[config.mk]
export PLATFORM = sky130hd
export DESIGN_NAME = fastcmd_delay_scheduler_flat
export DESIGN_NICKNAME = d
export VERILOG_FILES = /design/src/rtl/fastcmd_delay_scheduler_if.sv /design/src/rtl/fastcmd_delay_scheduler.sv /design/src/flat_wrapper.sv
export SDC_FILE = /design/constraint.sdc
export NUM_CORES = 1
export LEC_CHECK = 0
export ABC_AREA = 1
export BUFFER_PORTS_ARGS = -buffer_cell sky130_fd_sc_hd__buf_2
export CAP_MARGIN = 15
export CORE_ASPECT_RATIO = 1.5
export CORE_MARGIN = 2
export CORE_UTILIZATION = 30
export DETAILED_ROUTE_END_ITERATION = 7
export GPL_TIMING_DRIVEN = 1
export PLACE_DENSITY_LB_ADDON = 0.2
export SLEW_MARGIN = 20
export SYNTH_ARGS = -nofsm -noshare
export SYNTH_HDL_FRONTEND = slang
export SYNTH_SLANG_ARGS = --single-unit
[constraint.sdc]
create_clock -name clk -period 5.4 [get_ports clk]
set_input_delay 0.54 -clock clk [delete_from_list [all_inputs] [get_ports clk]]
set_output_delay 0.54 -clock clk [all_outputs]
set_load 0.02 [all_outputs]
[src/rtl/fastcmd_delay_scheduler_if.sv]
// Config, command and delayed-output bundle between a fast-command source and the delay scheduler.
// The slave modport is the scheduler side; the master modport is the command source / controller.
interface fastcmd_delay_scheduler_if #(
  parameter int CNT_W  = 9,
  parameter int DEPTH  = 8,
  parameter int CODE_W = 4
);
  logic [CNT_W-1:0]       cfgDelay;
  logic                   cfgLoad;
  logic                   cfgDone;
  logic [CNT_W-1:0]       activeDelay;
  logic                   cmdValid;
  logic [CODE_W-1:0]      cmdCode;
  logic                   outValid;
  logic [CODE_W-1:0]      outCode;
  logic [$clog2(DEPTH):0] pending;
  logic                   busy;
  logic                   overflow;
  logic                   cfgDrop;
  logic [7:0]             dropCount;

  modport master (
    output cfgDelay, cfgLoad, cmdValid, cmdCode,
    input  cfgDone, activeDelay, outValid, outCode, pending, busy, overflow, cfgDrop, dropCount
  );

  modport slave (
    input  cfgDelay, cfgLoad, cmdValid, cmdCode,
    output cfgDone, activeDelay, outValid, outCode, pending, busy, overflow, cfgDrop, dropCount
  );
endinterface

[src/rtl/fastcmd_delay_scheduler.sv]
// Programmable-latency fast-command scheduler: in-flight {code, due-time} entries in a FIFO against a free-running timestamp.
// Define FC_DELAY_STATS_EN to build the saturating dropped-command counter; otherwise dropCount reads 0.
module fastcmd_delay_scheduler #(
  parameter int CNT_W     = 9,
  parameter int DEPTH     = 8,
  parameter int CODE_W    = 4,
  parameter int DEF_DELAY = 7
) (
  input logic clk,
  input logic rst,
  fastcmd_delay_scheduler_if.slave bus
);
  localparam int PTR_W = $clog2(DEPTH);

  typedef logic [PTR_W:0] cntT;
  typedef enum logic [1:0] {IDLE, RUN, DRAIN} stateT;

  stateT             state;
  logic [CNT_W-1:0]  ts;
  logic [CNT_W-1:0]  activeDelayReg;
  logic [CNT_W-1:0]  shadowDelay;
  logic [CODE_W-1:0] codeMem [DEPTH];
  logic [CNT_W-1:0]  dueMem  [DEPTH];
  cntT               wrPtr;
  cntT               rdPtr;
  cntT               pendingReg;
  cntT               pendingNext;
  logic              outValidReg;
  logic [CODE_W-1:0] outCodeReg;
  logic              cfgDoneReg;
  logic              busyReg;
  logic              overflowReg;
  logic              cfgDropReg;

  logic              fifoPop;
  logic              canAccept;
  logic              cmdAccept;
  logic              ovfDrop;
  logic              drainDrop;
  logic              bypass;
  logic              fifoPush;
  logic [CNT_W-1:0]  reqDelay;

  // pending counts the entry currently on the output too, so a full scheduler
  // can still take a command in the cycle its oldest entry is being emitted.
  always_comb begin
    fifoPop     = (wrPtr != rdPtr) && (dueMem[rdPtr[PTR_W-1:0]] == ts + CNT_W'(1));
    canAccept   = (pendingReg != cntT'(DEPTH)) || outValidReg;
    cmdAccept   = bus.cmdValid && (state != DRAIN) && canAccept;
    ovfDrop     = bus.cmdValid && (state != DRAIN) && !canAccept;
    drainDrop   = bus.cmdValid && (state == DRAIN);
    bypass      = cmdAccept && (activeDelayReg == CNT_W'(1));
    fifoPush    = cmdAccept && !bypass;
    pendingNext = pendingReg + cntT'(cmdAccept) - cntT'(outValidReg);
    reqDelay    = (bus.cfgDelay == '0) ? CNT_W'(1) : bus.cfgDelay;
  end

  always_ff @(posedge clk) begin
    if (fifoPush) begin
      codeMem[wrPtr[PTR_W-1:0]] <= bus.cmdCode;
      dueMem[wrPtr[PTR_W-1:0]]  <= ts + activeDelayReg;
    end
  end

  always_ff @(posedge clk) begin
    if (rst) begin
      ts             <= '0;
      wrPtr          <= '0;
      rdPtr          <= '0;
      pendingReg     <= '0;
      outValidReg    <= 1'b0;
      outCodeReg     <= '0;
      activeDelayReg <= CNT_W'(DEF_DELAY);
      shadowDelay    <= CNT_W'(DEF_DELAY);
      state          <= IDLE;
      cfgDoneReg     <= 1'b0;
      busyReg        <= 1'b0;
      overflowReg    <= 1'b0;
      cfgDropReg     <= 1'b0;
    end else begin
      ts         <= ts + CNT_W'(1);
      pendingReg <= pendingNext;
      cfgDoneReg <= 1'b0;
      if (fifoPush) wrPtr <= wrPtr + cntT'(1);
      if (fifoPop)  rdPtr <= rdPtr + cntT'(1);
      // A delay of 1 never leaves anything in the FIFO, so pop and bypass are exclusive.
      outValidReg <= fifoPop || bypass;
      outCodeReg  <= fifoPop ? codeMem[rdPtr[PTR_W-1:0]] : (bypass ? bus.cmdCode : '0);
      if (ovfDrop)   overflowReg <= 1'b1;
      if (drainDrop) cfgDropReg  <= 1'b1;

      case (state)
        IDLE: begin
          if (bus.cfgLoad && cmdAccept) begin
            shadowDelay <= reqDelay;
            busyReg     <= 1'b1;
            state       <= DRAIN;
          end else if (bus.cfgLoad) begin
            activeDelayReg <= reqDelay;
            cfgDoneReg     <= 1'b1;
          end else if (cmdAccept) begin
            state <= RUN;
          end
        end
        RUN: begin
          if (bus.cfgLoad) begin
            shadowDelay <= reqDelay;
            busyReg     <= 1'b1;
            state       <= DRAIN;
          end else if (pendingNext == '0) begin
            state <= IDLE;
          end
        end
        DRAIN: begin
          if (bus.cfgLoad) shadowDelay <= reqDelay;
          // A request landing in the completing cycle is the newest, so it wins.
          if (pendingNext == '0) begin
            activeDelayReg <= bus.cfgLoad ? reqDelay : shadowDelay;
            cfgDoneReg     <= 1'b1;
            busyReg        <= 1'b0;
            state          <= IDLE;
          end
        end
        default: state <= IDLE;
      endcase
    end
  end

`ifdef FC_DELAY_STATS_EN
  logic [7:0] dropCountReg;

  always_ff @(posedge clk) begin
    if (rst) begin
      dropCountReg <= '0;
    end else if ((ovfDrop || drainDrop) && (dropCountReg != 8'hFF)) begin
      dropCountReg <= dropCountReg + 8'd1;
    end
  end

  assign bus.dropCount = dropCountReg;
`else
  assign bus.dropCount = 8'd0;
`endif

  assign bus.outValid    = outValidReg;
  assign bus.outCode     = outCodeReg;
  assign bus.cfgDone     = cfgDoneReg;
  assign bus.activeDelay = activeDelayReg;
  assign bus.pending     = pendingReg;
  assign bus.busy        = busyReg;
  assign bus.overflow    = overflowReg;
  assign bus.cfgDrop     = cfgDropReg;
endmodule
[src/flat_wrapper.sv]
// flat-port wrapper written by rule: the top's interface ports become plain ports
module fastcmd_delay_scheduler_flat 
#(
  parameter int CNT_W     = 9,
  parameter int DEPTH     = 8,
  parameter int CODE_W    = 4,
  parameter int DEF_DELAY = 7
)
  (clk, rst, bus_cfgDelay, bus_cfgLoad, bus_cmdValid, bus_cmdCode, bus_cfgDone, bus_activeDelay, bus_outValid, bus_outCode, bus_pending, bus_busy, bus_overflow, bus_cfgDrop, bus_dropCount);
  fastcmd_delay_scheduler_if #(.CNT_W(CNT_W), .DEPTH(DEPTH), .CODE_W(CODE_W)) bus_i ();
  input logic clk;
  input logic rst;
  input wire logic [$bits(bus_i.cfgDelay)-1:0] bus_cfgDelay;
  input wire logic [$bits(bus_i.cfgLoad)-1:0] bus_cfgLoad;
  input wire logic [$bits(bus_i.cmdValid)-1:0] bus_cmdValid;
  input wire logic [$bits(bus_i.cmdCode)-1:0] bus_cmdCode;
  output wire logic [$bits(bus_i.cfgDone)-1:0] bus_cfgDone;
  output wire logic [$bits(bus_i.activeDelay)-1:0] bus_activeDelay;
  output wire logic [$bits(bus_i.outValid)-1:0] bus_outValid;
  output wire logic [$bits(bus_i.outCode)-1:0] bus_outCode;
  output wire logic [$bits(bus_i.pending)-1:0] bus_pending;
  output wire logic [$bits(bus_i.busy)-1:0] bus_busy;
  output wire logic [$bits(bus_i.overflow)-1:0] bus_overflow;
  output wire logic [$bits(bus_i.cfgDrop)-1:0] bus_cfgDrop;
  output wire logic [$bits(bus_i.dropCount)-1:0] bus_dropCount;
  assign bus_i.cfgDelay = bus_cfgDelay;
  assign bus_i.cfgLoad = bus_cfgLoad;
  assign bus_i.cmdValid = bus_cmdValid;
  assign bus_i.cmdCode = bus_cmdCode;
  assign bus_cfgDone = bus_i.cfgDone;
  assign bus_activeDelay = bus_i.activeDelay;
  assign bus_outValid = bus_i.outValid;
  assign bus_outCode = bus_i.outCode;
  assign bus_pending = bus_i.pending;
  assign bus_busy = bus_i.busy;
  assign bus_overflow = bus_i.overflow;
  assign bus_cfgDrop = bus_i.cfgDrop;
  assign bus_dropCount = bus_i.dropCount;
  fastcmd_delay_scheduler #(.CNT_W(CNT_W), .DEPTH(DEPTH), .CODE_W(CODE_W), .DEF_DELAY(DEF_DELAY)) u_core (.clk(clk), .rst(rst), .bus(bus_i));
endmodule
# Word level (Yosys, flattened, before mapping)
# Memories as Yosys holds them, arrays and structs flattened. A register that Yosys moved wholly into a read port is not among the register bits.
# Cells that the tools add are included.
# word_totals
out_inout_bits	30
word_cells	88
ramBits	104
memories	2
register_bits	50
in_bits	17
# mem_list
name	words	word_bits	read_ports	rd_clocked_by_memory_dff	wr	line	source
u_core.dueMem	8	9	1	1	1	fastcmd_delay_scheduler.sv:23	logic [CNT_W-1:0] dueMem [DEPTH];
u_core.codeMem	8	4	1	1	1	fastcmd_delay_scheduler.sv:22	logic [CODE_W-1:0] codeMem [DEPTH];
# classes
reduce_logical	23
n_mux	30
n_addsub	6
eq_ne	14
# ops
operator	n
2-to-1 mux 9 bit	6
one-hot mux 9 bit (2 select lines)	2
2-to-1 mux 3 bit	4
2-to-1 mux 2 bit	5
!= test 2 bit, second input constant	5
adder 9 x 1 -> 9 bit, second input constant	1
adder 9 bit	1
equality test 9 x 1 -> 1 bit, second input constant	1
equality test 9 bit	1
logical NOT 9 bit	1
adder 4 x 1 -> 4 bit, second input constant	2
logical AND 1 bit	8
2-to-1 mux 1 bit	8
2-to-1 mux 4 bit	2
AND reduction 4 bit	2
one-hot mux 2 bit (3 select lines)	1
adder 4 x 1 -> 4 bit	1
logical NOT 4 bit	1
!= test 4 bit	1
!= test 4 bit, second input constant	1
AND reduction 2 bit	2
nonzero test 2 bit	2
subtractor 4 x 1 -> 4 bit	1
!= test 3 x 1 -> 1 bit, second input constant	1
11 further kinds	13

# Longest topological paths before layout
# logic_depth
word_depth	9
depth_mapped	18
ltp_nobuf	16

# Least setup slack after synthesis
# OpenSTA, ideal clock, no wires.
# synth_path
path_type	register to register
from	register u_core.state[0]
to	register u_core.activeDelayReg[1], in the netlist u_core.bus.activeDelay[1]
setup_slack_ns	2.712
setup_time_ns	0.138
arrival_ns	2.550
path_buffers	2
stages_incl_launch_ff	19
cell_sequence	dfxtp_1 > inv_1 > ha_1 > buf_2 > inv_2 > nand3_1 > inv_1 > ha_1 > inv_1 > fa_1 > xnor2_1 > inv_1 > nand4_1 > nand2_1 > nand2_1 > inv_2 > buf_2 > o211ai_1 > o211ai_1
# synth_between
elab_chain_len	8
elab_cells_between_ends	15
# synth_lines
element	line	source
start: declaration	fastcmd_delay_scheduler.sv:18	stateT state;
start signal: assignment	fastcmd_delay_scheduler.sv:75	state <= IDLE;
start signal: assignment	fastcmd_delay_scheduler.sv:97	state <= DRAIN;
start signal: assignment	fastcmd_delay_scheduler.sv:102	state <= RUN;
!= test 2 bit	fastcmd_delay_scheduler.sv:49	cmdAccept = bus.cmdValid && (state != DRAIN) && canAccept;
logical AND 1 bit (2 in a row)	fastcmd_delay_scheduler.sv:49	
adder 4 x 1 -> 4 bit	fastcmd_delay_scheduler.sv:54	pendingNext = pendingReg + cntT'(cmdAccept) - cntT'(outValidReg);
subtractor 4 x 1 -> 4 bit	fastcmd_delay_scheduler.sv:54	
logical NOT 4 bit	fastcmd_delay_scheduler.sv:117	if (pendingNext == '0) begin
!= test 2 bit (no source line)	--	
AND reduction 4 bit (no source line)	--	
end signal: assignment	fastcmd_delay_scheduler.sv:73	activeDelayReg <= CNT_W'(DEF_DELAY);
end signal: assignment	fastcmd_delay_scheduler.sv:99	activeDelayReg <= reqDelay;
end signal: assignment	fastcmd_delay_scheduler.sv:118	activeDelayReg <= bus.cfgLoad ? reqDelay : shadowDelay;
end: declaration	fastcmd_delay_scheduler.sv:20	logic [CNT_W-1:0] activeDelayReg;
# Parallel ways exist; a longest one is shown, timed or not.
# A chain may end at the register's enable or synchronous reset.

# Worst setup path in the final report
# layout_path
from	register u_core.state[0]
to	register u_core.activeDelayReg[7], in the netlist u_core.bus.activeDelay[7]
# Same word-level chain as after synthesis.

==> impl_metrics.yaml <==
status:
  status: "finished, final reports clean"
clock_tree:
  hold_buffers: 0
  ctsResizeCount: 0
  cts_tree: "yes"
  insertion_delay_ns: 0.43
  clk_path_buf_depth: 2
  root_buffer: "clkbuf_16"
  path_clk_slew_ns: 0.06
  cts_buffers: 17
  cts_sinks: 157
  htreeDepth: 4
  cts_setup_buffers: 0
global_route:
  grt_pass1_wl_mm: 29.89
  overflow: 0
  first_global_vias: 5443
  grt_max_degree: 53
  antenna_found_initial: 0
  grt_usage: 0.1504
floorplan:
  io_pins: 47
  fp.coreArea_um2: 24960
  die_w_um: 133.7
  placementRows: 71
  start_util: 0.3030
  die_y_um: 198.5
  dieArea_um2: 26530
power:
  share_comb_of_total_power: 0.227
  sequentialPowerShare: 0.437
  ir_worst_vdd_v: 0.0002054
  leakage_nw: 3.577
  pwr_density_cell_nw_per_um2: 416.5
  total_power_mw: 3.579
  p_sw_mw: 1.099
  p_clk_frac: 0.336
  p_int_mw: 2.480
  sw_frac_of_total: 0.3071
finish:
  drive_above_1_share: 0.1177
  finalNetCount: 902
  fillerInstances: 2532
  area_delta_synth_final_pct: 13.60
  final_core_util: 0.3442
  design_area_um2: 8593
  final_common_cell: "nand2_1"
  stdcell_count: 1203
  final_cell_mix: "nand2_1 (212), edfxtp_1 (104), inv_1 (78)"
  n_antenna_cell: 0
worst_setup_path:
  r2r_cells: 16
  worstPathCellList: "inv_1 -> ha_1 -> inv_2 -> nand3_1 -> inv_1 -> ha_1 -> inv_1 -> fa_1 -> xnor2_1 -> inv_1 -> nand4_1 -> nand2_1 -> nand2_1 -> inv_2 -> o21ai_0 -> a21oi_1"
  critPathLaunchType: "register"
  setup.worst_path.end_class: "register"
  r2r_slack_ns: 2.29
  crit_fanout: 17
  cp_common_cell: "inv_1"
  crit_slowest_cell: "dfxtp_1"
  crit_path_start: "u_core.state[0]$_SDFFE_PP0P_"
  crit_type: "register to register"
  crit_required_ns: 5.76
  slowest_delay_ns: 0.40
  r2r_end: "u_core.bus.activeDelay[7]$_SDFFE_PP0P_"
  crit_arrival_ns: 3.47
  reg2reg_from: "u_core.state[0]$_SDFFE_PP0P_"
  critPathCapture: "u_core.bus.activeDelay[7]$_SDFFE_PP0P_"
logic_synthesis:
  synth_area_per_cell_um2: 9.114
  yosysTopAreaCell: "edfxtp_1"
  ys_ff_latch: 157
  yosysTopAreaCellShare: 0.4128
  ys.warnings.count: 0
  synth.distinct_cells: 40
  yosys-top-cells-area: "edfxtp_1 (41%), dfxtp_1 (14%), nand2_1 (11%), nand3_1 (5.0%), inv_1 (3.9%)"
  syn_area_um2: 7565
  ys_seq_area_frac: 0.5531
  synthCells: 830
detailed_routing:
  ant_nets: 0
  dr.pass1.iters: 4
  routed_wl_mm: 18.87
  drc: 0
  routed_via_density: 4.581
  post_drt_wl_per_cell_um: 15.68
  vias: 5511
  drt_iter0_drc: 351
timing:
  whs_ns: 0.3919
  slew_headroom: 0.3465
  worst-slew-pin-transition_ns: 0.9792
  final-setup-viol-count: 0
  final_max_slew_viol_count: 0
  fin_crit_ns: 3.108
  tns_ns: 0
  finalHoldViolations: 0
  fin_ws_ns: 2.292
  fmax_mhz: 321.7
  clock_skew_ns: 0.01353
  rsz0062_at_grt: "no"
  final.period_utilization: 0.5756
placed_design:
  portBuffers: 38
  gp_congestion: 0.7889
  hpwl_mm: 12.92
  dp_slack_ns: 2.251
  dp_cells: 1171
  dpl_cell_area_um2: 7989
worst_hold_path:
  worstHoldPathType: "input port to register"
flow_run:
  drv_cap: 0
flip-flops by register name, indices dropped and copies added, names as in the netlist, 2 cells and up, named ones only:
name and flops:
u_core.codeMem 32, u_core.wrPtr 4, u_core.state 2, u_core.bus.outCode 4, u_core.ts 9, u_core.bus.pending 4
u_core.rdPtr 4, u_core.dueMem 72, u_core.bus.activeDelay 9, u_core.shadowDelay 9
logic make-up (layout without fill, tap and decap cells):
kind of cell	Yosys count	count (layout)	share of synthesized area
AND/OR/NAND/NOR	386	386	0.2173
other	1	8	0.0004957
buffers and inverters	129	167	0.08138
adder cells (fa/ha/maj)	23	23	0.04003
flip-flops	157	157	0.5531
XOR/XNOR	19	19	0.02200
AO/OA/AOI/OAI	115	115	0.08568
layout make-up:
type	count	area, um^2	area share
clock buffer	30	590.6	0.06872
clock inverter	2	13.76	0.001602
inverter	87	336.6	0.03917
multi-input combinational	551	2791	0.3248
sequential	157	4185	0.4870
tap	328	410.4	0.04776
timing repair buffer	48	265.3	0.03087
worst min path at each step:
stage	startpoint	to	depth (start not counted)
6_report	bus_cmdValid	u_core.bus.cfgDrop$_SDFFE_PP0P_	3
5_1_grt	bus_cmdValid	u_core.bus.cfgDrop$_SDFFE_PP0P_	3
4_1_cts	bus_cmdValid	u_core.bus.cfgDrop$_SDFFE_PP0P_	3
3_5_place_dp	u_core.shadowDelay[8]$_SDFFE_PP0P_	u_core.shadowDelay[8]$_SDFFE_PP0P_	2
3_3_place_gp	u_core.shadowDelay[8]$_SDFFE_PP0P_	u_core.shadowDelay[8]$_SDFFE_PP0P_	2
2_1_floorplan	u_core.shadowDelay[5]$_SDFFE_PP0P_	u_core.shadowDelay[5]$_SDFFE_PP0P_	2
routing by layer:
layer	vias to the layer above	GRT usage	part of all wire
met5	-	0	0
met4	0	0.06698	0.024
met3	26	0.02421	0.030
met2	96	0.2753	0.53
met1	2579	0.1717	0.42
li1	2810	-	-
worst max-delay path, delay by kind of cell (launching register included):
| kind | cells | cell delay (ns) |
|---|---|---|
| AO/OA/AOI/OAI | 2 | 0.25 |
| adder cells (fa/ha/maj) | 3 | 0.95 |
| flip-flops | 1 | 0.40 |
| AND/OR/NAND/NOR | 4 | 0.55 |
| XOR/XNOR | 1 | 0.13 |
| buffers and inverters | 6 | 0.74 |
synthesized netlist by cell type (all sizes together):
cell and number:
a211oi 1, a21o 1, a21oi 55, a221oi 8, a22oi 1, a31oi 1, a41oi 1, buf 31
clkbuf 11, conb 1, dfxtp 53, edfxtp 104, fa 2, ha 21, inv 87, nand2 220
nand3 77, nand3b 1, nand4 8, nor2 70, nor3 3, nor3b 1, o211ai 7, o21a 1
o21ai 38, o221a 1, or2 6, xnor2 10, xor2 9
power groups by stage:
| stage | clock, mW | combinational [mW] | sequential [mW] |
|---|---|---|---|
| after floorplan | 0 | 0.555 | 1.61 |
| after global placement | 0 | 0.824 | 1.59 |
| after detailed placement | 0 | 0.828 | 1.59 |
| after CTS | 1.23 | 0.830 | 1.57 |
| after global routing | 1.28 | 0.930 | 1.58 |
| final | 1.20 | 0.811 | 1.56 |
No activity file was read; power rests on OpenSTA's default activity.
